## config.mk

```make
export PLATFORM = sky130hd
export DESIGN_NAME = hazard_pipe_ctrl
export DESIGN_NICKNAME = d
export VERILOG_FILES = /design/src/rtl/pipe_pkg.sv /design/src/rtl/load_use_detect.sv /design/src/rtl/hazard_pipe_ctrl.sv
export SDC_FILE = /design/constraint.sdc
export NUM_CORES = 1
export LEC_CHECK = 0
export BUFFER_PORTS_ARGS = -buffer_cell sky130_fd_sc_hd__buf_2
export CAP_MARGIN = 40
export CORE_ASPECT_RATIO = 1.5
export CORE_MARGIN = 5
export CORE_UTILIZATION = 34
export CTS_BUF_LIST = sky130_fd_sc_hd__clkbuf_2
export DETAILED_ROUTE_END_ITERATION = 7
export PLACE_DENSITY = 0.79
export SLEW_MARGIN = 0
export SYNTH_ARGS = -nofsm -noshare
export SYNTH_HDL_FRONTEND = slang
export SYNTH_SLANG_ARGS = --single-unit
export TNS_END_PERCENT = 20
```

## constraint.sdc

```tcl
create_clock -name clk -period 1.39 [get_ports clk]
set_clock_uncertainty 0.2 [all_clocks]
set_input_delay 0 -clock clk [delete_from_list [all_inputs] [get_ports clk]]
set_output_delay 0 -clock clk [all_outputs]
set_load 0.01 [all_outputs]
```

## src/rtl/pipe_pkg.sv

```systemverilog
// Shared definitions for the pipeline hazard controller: FSM encoding,
// pipeline register indices, counter width and a saturating increment.
package pipe_pkg;

  typedef enum logic {
    ST_RUN   = 1'b0,
    ST_STALL = 1'b1
  } state_e;

  localparam int IF_ID  = 0;
  localparam int ID_EX  = 1;
  localparam int EX_MEM = 2;
  localparam int MEM_WB = 3;

  localparam int CNT_W = 32;

  function automatic logic [CNT_W-1:0] sat_inc(input logic [CNT_W-1:0] v);
    return (v == {CNT_W{1'b1}}) ? v : v + 1'b1;
  endfunction

endpackage

```

## src/rtl/load_use_detect.sv

```systemverilog
// Combinational load-use hazard check between the ID/EX load and the
// instruction sitting in IF/ID. Register 0 never creates a dependency.
module load_use_detect #(
  parameter int REG_ADDR_W = 5
) (
  input  logic                  mem_read_i,
  input  logic                  ex_valid_i,
  input  logic                  id_valid_i,
  input  logic [REG_ADDR_W-1:0] ex_rd_i,
  input  logic [REG_ADDR_W-1:0] id_rs_i,
  input  logic [REG_ADDR_W-1:0] id_rt_i,
  input  logic                  id_uses_rt_i,
  output logic                  hazard_o
);

  logic rs_match;
  logic rt_match;

  assign rs_match = (ex_rd_i == id_rs_i);
  assign rt_match = id_uses_rt_i & (ex_rd_i == id_rt_i);

  assign hazard_o = mem_read_i & ex_valid_i & id_valid_i &
                    (ex_rd_i != '0) & (rs_match | rt_match);

endmodule

```

## src/rtl/hazard_pipe_ctrl.sv

```systemverilog
// Pipeline hazard controller: load-use stalls, branch/jump redirect flushes
// and per-register valid tracking. Define HAZARD_PERF_CNT_EN for the
// saturating stall/flush performance counters.
module hazard_pipe_ctrl
  import pipe_pkg::*;
#(
  parameter int NUM_STAGES     = 5,
  parameter int REG_ADDR_W     = 5,
  parameter int REDIRECT_STAGE = MEM_WB,
  parameter int LOAD_USE_STALL = 1
) (
  input  logic                  clk,
  input  logic                  arst_n,
  input  logic                  enable,
  input  logic [REG_ADDR_W-1:0] id_rs,
  input  logic [REG_ADDR_W-1:0] id_rt,
  input  logic                  id_uses_rt,
  input  logic                  ex_mem_read,
  input  logic [REG_ADDR_W-1:0] ex_rd,
  input  logic                  redirect_req,
  output logic                  pc_en,
  output logic [NUM_STAGES-2:0] stage_en,
  output logic [NUM_STAGES-2:0] stage_flush,
  output logic [NUM_STAGES-2:0] stage_valid,
  output logic                  stall,
  output logic [CNT_W-1:0]      stall_cnt,
  output logic [CNT_W-1:0]      flush_cnt,
  output state_e                dbg_state
);

  localparam int NR = NUM_STAGES - 1;

  state_e        state_q, state_d;
  logic [1:0]    scnt_q, scnt_d;
  logic [NR-1:0] valid_q, valid_d;
  logic          active;
  logic          hz;
  logic          rd;

  // Outputs are forced low while reset is held, not only after the edge.
  assign active = enable & arst_n;

  load_use_detect #(
    .REG_ADDR_W (REG_ADDR_W)
  ) u_load_use_detect (
    .mem_read_i   (ex_mem_read),
    .ex_valid_i   (valid_q[ID_EX]),
    .id_valid_i   (valid_q[IF_ID]),
    .ex_rd_i      (ex_rd),
    .id_rs_i      (id_rs),
    .id_rt_i      (id_rt),
    .id_uses_rt_i (id_uses_rt),
    .hazard_o     (hz)
  );

  assign rd = redirect_req & valid_q[REDIRECT_STAGE];

  // Redirect beats both a fresh hazard and an ongoing multi-cycle stall.
  always_comb begin
    pc_en       = 1'b0;
    stage_en    = '0;
    stage_flush = '0;
    stall       = 1'b0;
    state_d     = state_q;
    scnt_d      = scnt_q;
    if (active) begin
      pc_en    = 1'b1;
      stage_en = '1;
      if (rd) begin
        for (int i = 0; i < REDIRECT_STAGE; i++) begin
          stage_flush[i] = 1'b1;
        end
        state_d = ST_RUN;
        scnt_d  = 2'd0;
      end else if (state_q == ST_STALL || hz) begin
        stall              = 1'b1;
        pc_en              = 1'b0;
        stage_en[IF_ID]    = 1'b0;
        stage_flush[ID_EX] = 1'b1;
        if (state_q == ST_STALL) begin
          if (scnt_q <= 2'd1) begin
            state_d = ST_RUN;
            scnt_d  = 2'd0;
          end else begin
            scnt_d = scnt_q - 2'd1;
          end
        end else if (LOAD_USE_STALL > 1) begin
          state_d = ST_STALL;
          scnt_d  = 2'(LOAD_USE_STALL - 1);
        end
      end
    end
  end

  always_comb begin
    valid_d = valid_q;
    if (active) begin
      if (stage_flush[IF_ID]) begin
        valid_d[IF_ID] = 1'b0;
      end else if (stage_en[IF_ID]) begin
        valid_d[IF_ID] = 1'b1;
      end
      for (int i = 1; i < NR; i++) begin
        if (stage_flush[i]) begin
          valid_d[i] = 1'b0;
        end else if (stage_en[i]) begin
          valid_d[i] = valid_q[i-1];
        end
      end
    end
  end

  always_ff @(posedge clk or negedge arst_n) begin
    if (!arst_n) begin
      state_q <= ST_RUN;
      scnt_q  <= 2'd0;
      valid_q <= '0;
    end else begin
      state_q <= state_d;
      scnt_q  <= scnt_d;
      valid_q <= valid_d;
    end
  end

  assign stage_valid = valid_q;
  assign dbg_state   = state_q;

`ifdef HAZARD_PERF_CNT_EN
  logic [CNT_W-1:0] stall_cnt_q;
  logic [CNT_W-1:0] flush_cnt_q;

  always_ff @(posedge clk or negedge arst_n) begin
    if (!arst_n) begin
      stall_cnt_q <= '0;
      flush_cnt_q <= '0;
    end else if (enable) begin
      if (stall) begin
        stall_cnt_q <= sat_inc(stall_cnt_q);
      end
      if (rd) begin
        flush_cnt_q <= sat_inc(flush_cnt_q);
      end
    end
  end

  assign stall_cnt = stall_cnt_q;
  assign flush_cnt = flush_cnt_q;
`else
  assign stall_cnt = '0;
  assign flush_cnt = '0;
`endif

endmodule

```

; Word-level counts from Yosys, hierarchy flattened
; Cells that the tools add are included.
[classes]
n_addsub = 1
magnitude_cmp = 1
n_eq_ne = 2
n_mux = 24
bitwise_logic = 8
n_reduce_logical = 13
[op_table]
columns = op, n
row1 = 1-bit two-way mux, 18
row2 = 5-bit == test, 2
row3 = 2-bit AND reduction, 5
row4 = 2-bit nonzero test, 5
row5 = 2-bit two-way mux, 4
row6 = 1-bit AND, 7
row7 = 5-bit nonzero test, 1
row8 = 4-bit two-way mux, 1
row9 = 3-bit two-way mux, 1
row10 = 3-bit AND reduction, 1
row11 = "2-bit by 1-bit <= comparator with 1-bit output, second input constant", 1
row12 = "2-bit by 1-bit subtractor with 2-bit output, second input constant", 1
row13 = 1-bit logical OR, 1
row14 = 1-bit OR, 1
[totals]
register_bits = 7
in_bits = 21
word_cells = 55

; Depth between registers and ports, before layout
[depth]
ltp_word = 10
depth_mapped = 5
mapped_depth_nobuf = 4

; Modules after synthesis
; Synthesis repeated with hierarchy kept, for this count alone.
[hier_totals]
cells_unflattened = 121
hier_area_um2 = 984.7
[by_module_without_submodules]
columns = mod, n_inst, cells_per_inst, area_per_inst_um2, seq_area_each_um2
row1 = hazard_pipe_ctrl, 1, 104, 854.6, 175.2
row2 = load_use_detect, 1, 17, 130.1, 0.0

; Worst setup path after synthesis
; OpenSTA, ideal clock, no wires.
[synth_timing]
kind = reg-to-reg
startpoint = register valid_q[3] (netlist: stage_valid[3])
endpoint = register valid_q[1] (netlist: stage_valid[1])
setup_time_ps = 65
arrival_ps = 1268
setup_slack_ps = -143
path_stages_with_launch = 5
path_buffers = 0
synth_period_minus_slack_ps = 1533
cell_sequence = dfrtp_1 -> and2_0 -> nor4b_1 -> a22o_4 -> a21o_1
[synth_via]
elab_chain_len = 5
[synth_rtl]
columns = item, line_no
row1 = "start, declared", hazard_pipe_ctrl.sv:35  ; logic [NR-1:0] valid_q, valid_d;
row2 = "start signal, assigned", hazard_pipe_ctrl.sv:121  ; valid_q <= valid_d;
row3 = 1-bit AND (*), hazard_pipe_ctrl.sv:56  ; assign rd = redirect_req & valid_q[REDIRECT_STAGE];
row4 = 1-bit two-way mux (*), hazard_pipe_ctrl.sv:69  ; if (rd) begin
row5 = 3-bit two-way mux (*), hazard_pipe_ctrl.sv:66  ; if (active) begin
row6 = 2-bit nonzero test (no source line), --
row7 = 2-bit AND reduction (no source line), --
; Mark *: on every way between the ends. The rest lies on a longest branch, timed or not.
; A chain may end at the register's enable or synchronous reset.

; Final worst setup path
[layout_timing]
startpoint = input ex_rd[0]
endpoint = output stage_en[0]
[layout_via]
elab_chain_len = 8
[layout_rtl]
columns = item, line_no
row1 = "start, declared", hazard_pipe_ctrl.sv:19  ; input logic [REG_ADDR_W-1:0] ex_rd,
row2 = 5-bit == test, load_use_detect.sv:20  ; assign rt_match = id_uses_rt_i & (ex_rd_i == id_rt_i);
row3 = 1-bit AND, load_use_detect.sv:20
row4 = 1-bit OR, load_use_detect.sv:23  ; (ex_rd_i != '0) & (rs_match | rt_match);
row5 = 1-bit AND (*), load_use_detect.sv:23
row6 = 1-bit logical OR (*), hazard_pipe_ctrl.sv:75  ; end else if (state_q == ST_STALL || hz) begin
row7 = 1-bit two-way mux (*), hazard_pipe_ctrl.sv:75
row8 = 1-bit two-way mux (*), hazard_pipe_ctrl.sv:69
row9 = 4-bit two-way mux (*), hazard_pipe_ctrl.sv:66
row10 = "end, declared", hazard_pipe_ctrl.sv:22  ; output logic [NUM_STAGES-2:0] stage_en,
; Marked as above.

==> flow_summary.yaml <==
sta:
  rsz0062_at_grt: "true"
  clock.fmax_mhz: 696.0
  layout_setup_ws_ns: -0.04670
  period_share: 1.034
  layout_min_cycle_time_ns: 1.437
  final-max-slew-violation-count: 0
  hold_ws_ns: -0.02893
  hold_viol: 2
  setup_viol: 4
cells_and_area:
  n_fill_cell: 334
  area_growth_syn_to_layout_pct: 11.21
  final_util: 0.3965
  multi_input_area_sq_um: 610.6
  nNetsFinal: 187
  seqCellArea_sq_um: 175.2
  diodes: 0
  final_cells: 204
  drive_gt1_frac: 0.3515
floorplan:
  die_area_sq_um: 4283
  core_region_area_sq_um: 2913
  die_w_um: 55.13
  die_h_um: 77.69
  pin_count: 100
  rows: 24
  initial_utilization: 0.3565
synth:
  synth_top_area_share: 0.5205
  synth-edff-count: 0
  yosysTopAreaCell: "buf_4"
  yosys_most_used_dff: "dfrtp_1"
  synth_area_per_cell_sq_um: 8.443
  syn_inst: 123
  yosysWarnings: 0
  yosys.cell_types.count: 26
  ys_seq_elements: 7
  synth.most_common_cell: "buf_4"
  async_flop_share: 1.000
  seq_area_frac_synth: 0.1687
  synth_top_cells_by_count: "72 x buf_4, 9 x xor2_1, 7 x dfrtp_1"
  ys_top_cells_by_area: "buf_4 52%, dfrtp_1 17%, xor2_1 7.6%, o2111ai_4 2.5%, nor2_1 2.2%"
  syn_area_sq_um: 1038
global_route:
  grt_first_pass_wirelength_um: 3077
  grtUsageMet3: 0.03065
  grt_start_max_net_pins: 9
  grt_use_met2: 0.1765
  track_usage: 0.09400
  grt_pass1_vias: 737
  antenna_found_initial: 0
  grt_use_met1: 0.08910
  grt_overflow: 0
  grt-busiest-layer: "met2"
hold_path:
  hp-class: "in -> reg"
power:
  power_frac_clock: 0.162
  p_comb_frac: 0.532
  p_int_mw: 0.4994
  power.share.sequential: 0.306
  switching_power_mw: 0.3640
  leakage_nw: 0.6692
  power.density_nw_per_um2: 747.6
  irDropWorstVdd_mv: 0.2535
  p_sw_frac: 0.4216
drt:
  wirelength_um: 2256
  vias_per_cell: 3.716
  first_pass_iters: 5
  wire_per_inst_um: 11.06
  ant_nets: 0
  first_iter_violations: 7
  num_vias: 758
  drc: 0
clock_tree:
  cts_max_level: 1
  cts_made_buffers: 3
  cts.path.max_buffers: 2
  cts_tree: "done"
  cts_num_sinks: 7
  worstSkewPairLatency_ns: 0.23
  cts_hold_buf: 3
  clockRootBuffer: "clkbuf_2"
  clk_pin_slew_ns: 0.08
placed_design:
  place_hpwl_um: 1908
  dp_slack_ns: -0.07351
  place_inst: 196
  io_buffers: 34
  globalplace.congestion: 0.7136
critical_path:
  required_ns: 1.19
  crit_path_start_kind: "primary input"
  cp_max_fo: 4
  crit_type: "in -> out"
  cp.arrival_ns: 1.24
  crit_path_end_kind: "primary output"
status:
  status: "finished, violations left"
  violations: "negative hold slack, negative setup slack"
run:
  drv_cap: 0
[metal layers]
layer	part of all wire	routed length (um)	up-vias
met4	0	0	0
li1	-	-	351
met1	0.31	709	340
met5	0	0	-
met2	0.52	1179	67
met3	0.16	366	0
[registers in the layout (all words and copies together), names as in the netlist]
signal and count:
stage_valid 4, dbg_state 1, scnt_q 2
[final timing paths]
kind                                 from              to  slack, ns  cells past startpoint
min reg2reg                     scnt_q[0]       scnt_q[0]       0.31                      1
max in group asynchronous          arst_n       scnt_q[1]       0.22                      4
min                          redirect_req       dbg_state      -0.03                      4
max                              ex_rd[0]     stage_en[0]      -0.05                      6
max reg2reg                stage_valid[0]  stage_valid[1]       0.03                      4
min in group asynchronous          arst_n  stage_valid[0]       0.54                      4
[cells in the final DEF, fill, tap and decap left out]
cell,netlist,final
o2111ai_4,1,1
o21ai_1,2,2
a32o_1,1,1
buf_6,0,3
nor2_1,6,5
clkinv_2,0,1
a21oi_1,2,2
a32oi_2,0,1
dfrtp_1,7,7
mux2_1,1,1
conb_1,1,65
nor4b_4,0,1
a22o_1,1,1
a22o_4,1,1
nand2_1,4,3
o31a_1,1,1
dlygate4sd3_1,0,3
o31ai_2,0,1
buf_4,72,9
o31ai_1,2,1
nor2_4,0,1
and2_4,0,1
or4_4,1,1
a21o_1,1,1
inv_2,1,1
nor4_2,0,1
nor3_1,1,1
nand2_4,0,1
clkbuf_2,0,3
buf_8,0,1
and2_1,1,1
nor2b_1,2,2
xor2_1,9,9
xnor2_1,1,1
buf_2,0,30
[timing repair]
| action | in CTS | in global routing |
|---|---|---|
| gates cloned | 0 | 0 |
| hold endpoints to repair | 9 | 2 |
| pin swaps | 5 | 0 |
| setup endpoints to repair | 7 | 6 |
| setup buffers | 1 | 0 |
| resized for setup | 10 | 5 |
[final cells by class]
cell class,count,share of cell area
multi-input cells,107,0.5287
repair buffers,46,0.2568
flip-flops and latches,7,0.1517
well taps,39,0.04225
clock buffers,3,0.01300
clock inverters,1,0.004334
inverters,1,0.003250
[critical path, cell delays in order]
cell	delay (ns)
buf_8	0.10
xor2_1	0.15
nor4_2	0.31
a32oi_2	0.19
o31a_1	0.34
buf_2	0.14
[power by group through the flow]
stage / combinational [mW] / sequential [mW] / clock [mW]
after global routing: 0.504 / 0.270 / 0.153
after global placement: 0.390 / 0.269 / 0
after CTS: 0.435 / 0.266 / 0.148
final: 0.459 / 0.265 / 0.140
after floorplan: 0.385 / 0.283 / 0
after detailed placement: 0.393 / 0.271 / 0
[stage by stage]
step | area, sq um | TNS [ns] | hold WS, ns | power [mW]
2_1_floorplan | 1287 | 0 | -0.4956 | 0.6686
3_3_place_gp | 1026 | -0.1187 | -0.2807 | 0.6591
3_5_place_dp | 1026 | -0.3025 | -0.2751 | 0.6641
4_1_cts | 1122 | -0.2373 | -0.04499 | 0.8483
5_1_grt | 1155 | -0.4883 | -0.02062 | 0.9281
6_report | 1155 | -0.1312 | -0.02893 | 0.8634
[cell families (layout without fill, tap and decap cells)]
| logic type | Yosys count | after routing | share of synthesized area |
|---|---|---|---|
| buf+inv | 73 | 51 | 0.5241 |
| simple gates | 18 | 18 | 0.09036 |
| xor+xnor | 10 | 10 | 0.08434 |
| flops | 7 | 7 | 0.1687 |
| other cells | 1 | 65 | 0.003611 |
| compound gates | 13 | 13 | 0.1181 |
| mux | 1 | 1 | 0.01084 |
Note: power is estimated with default switching activity, not from simulation.
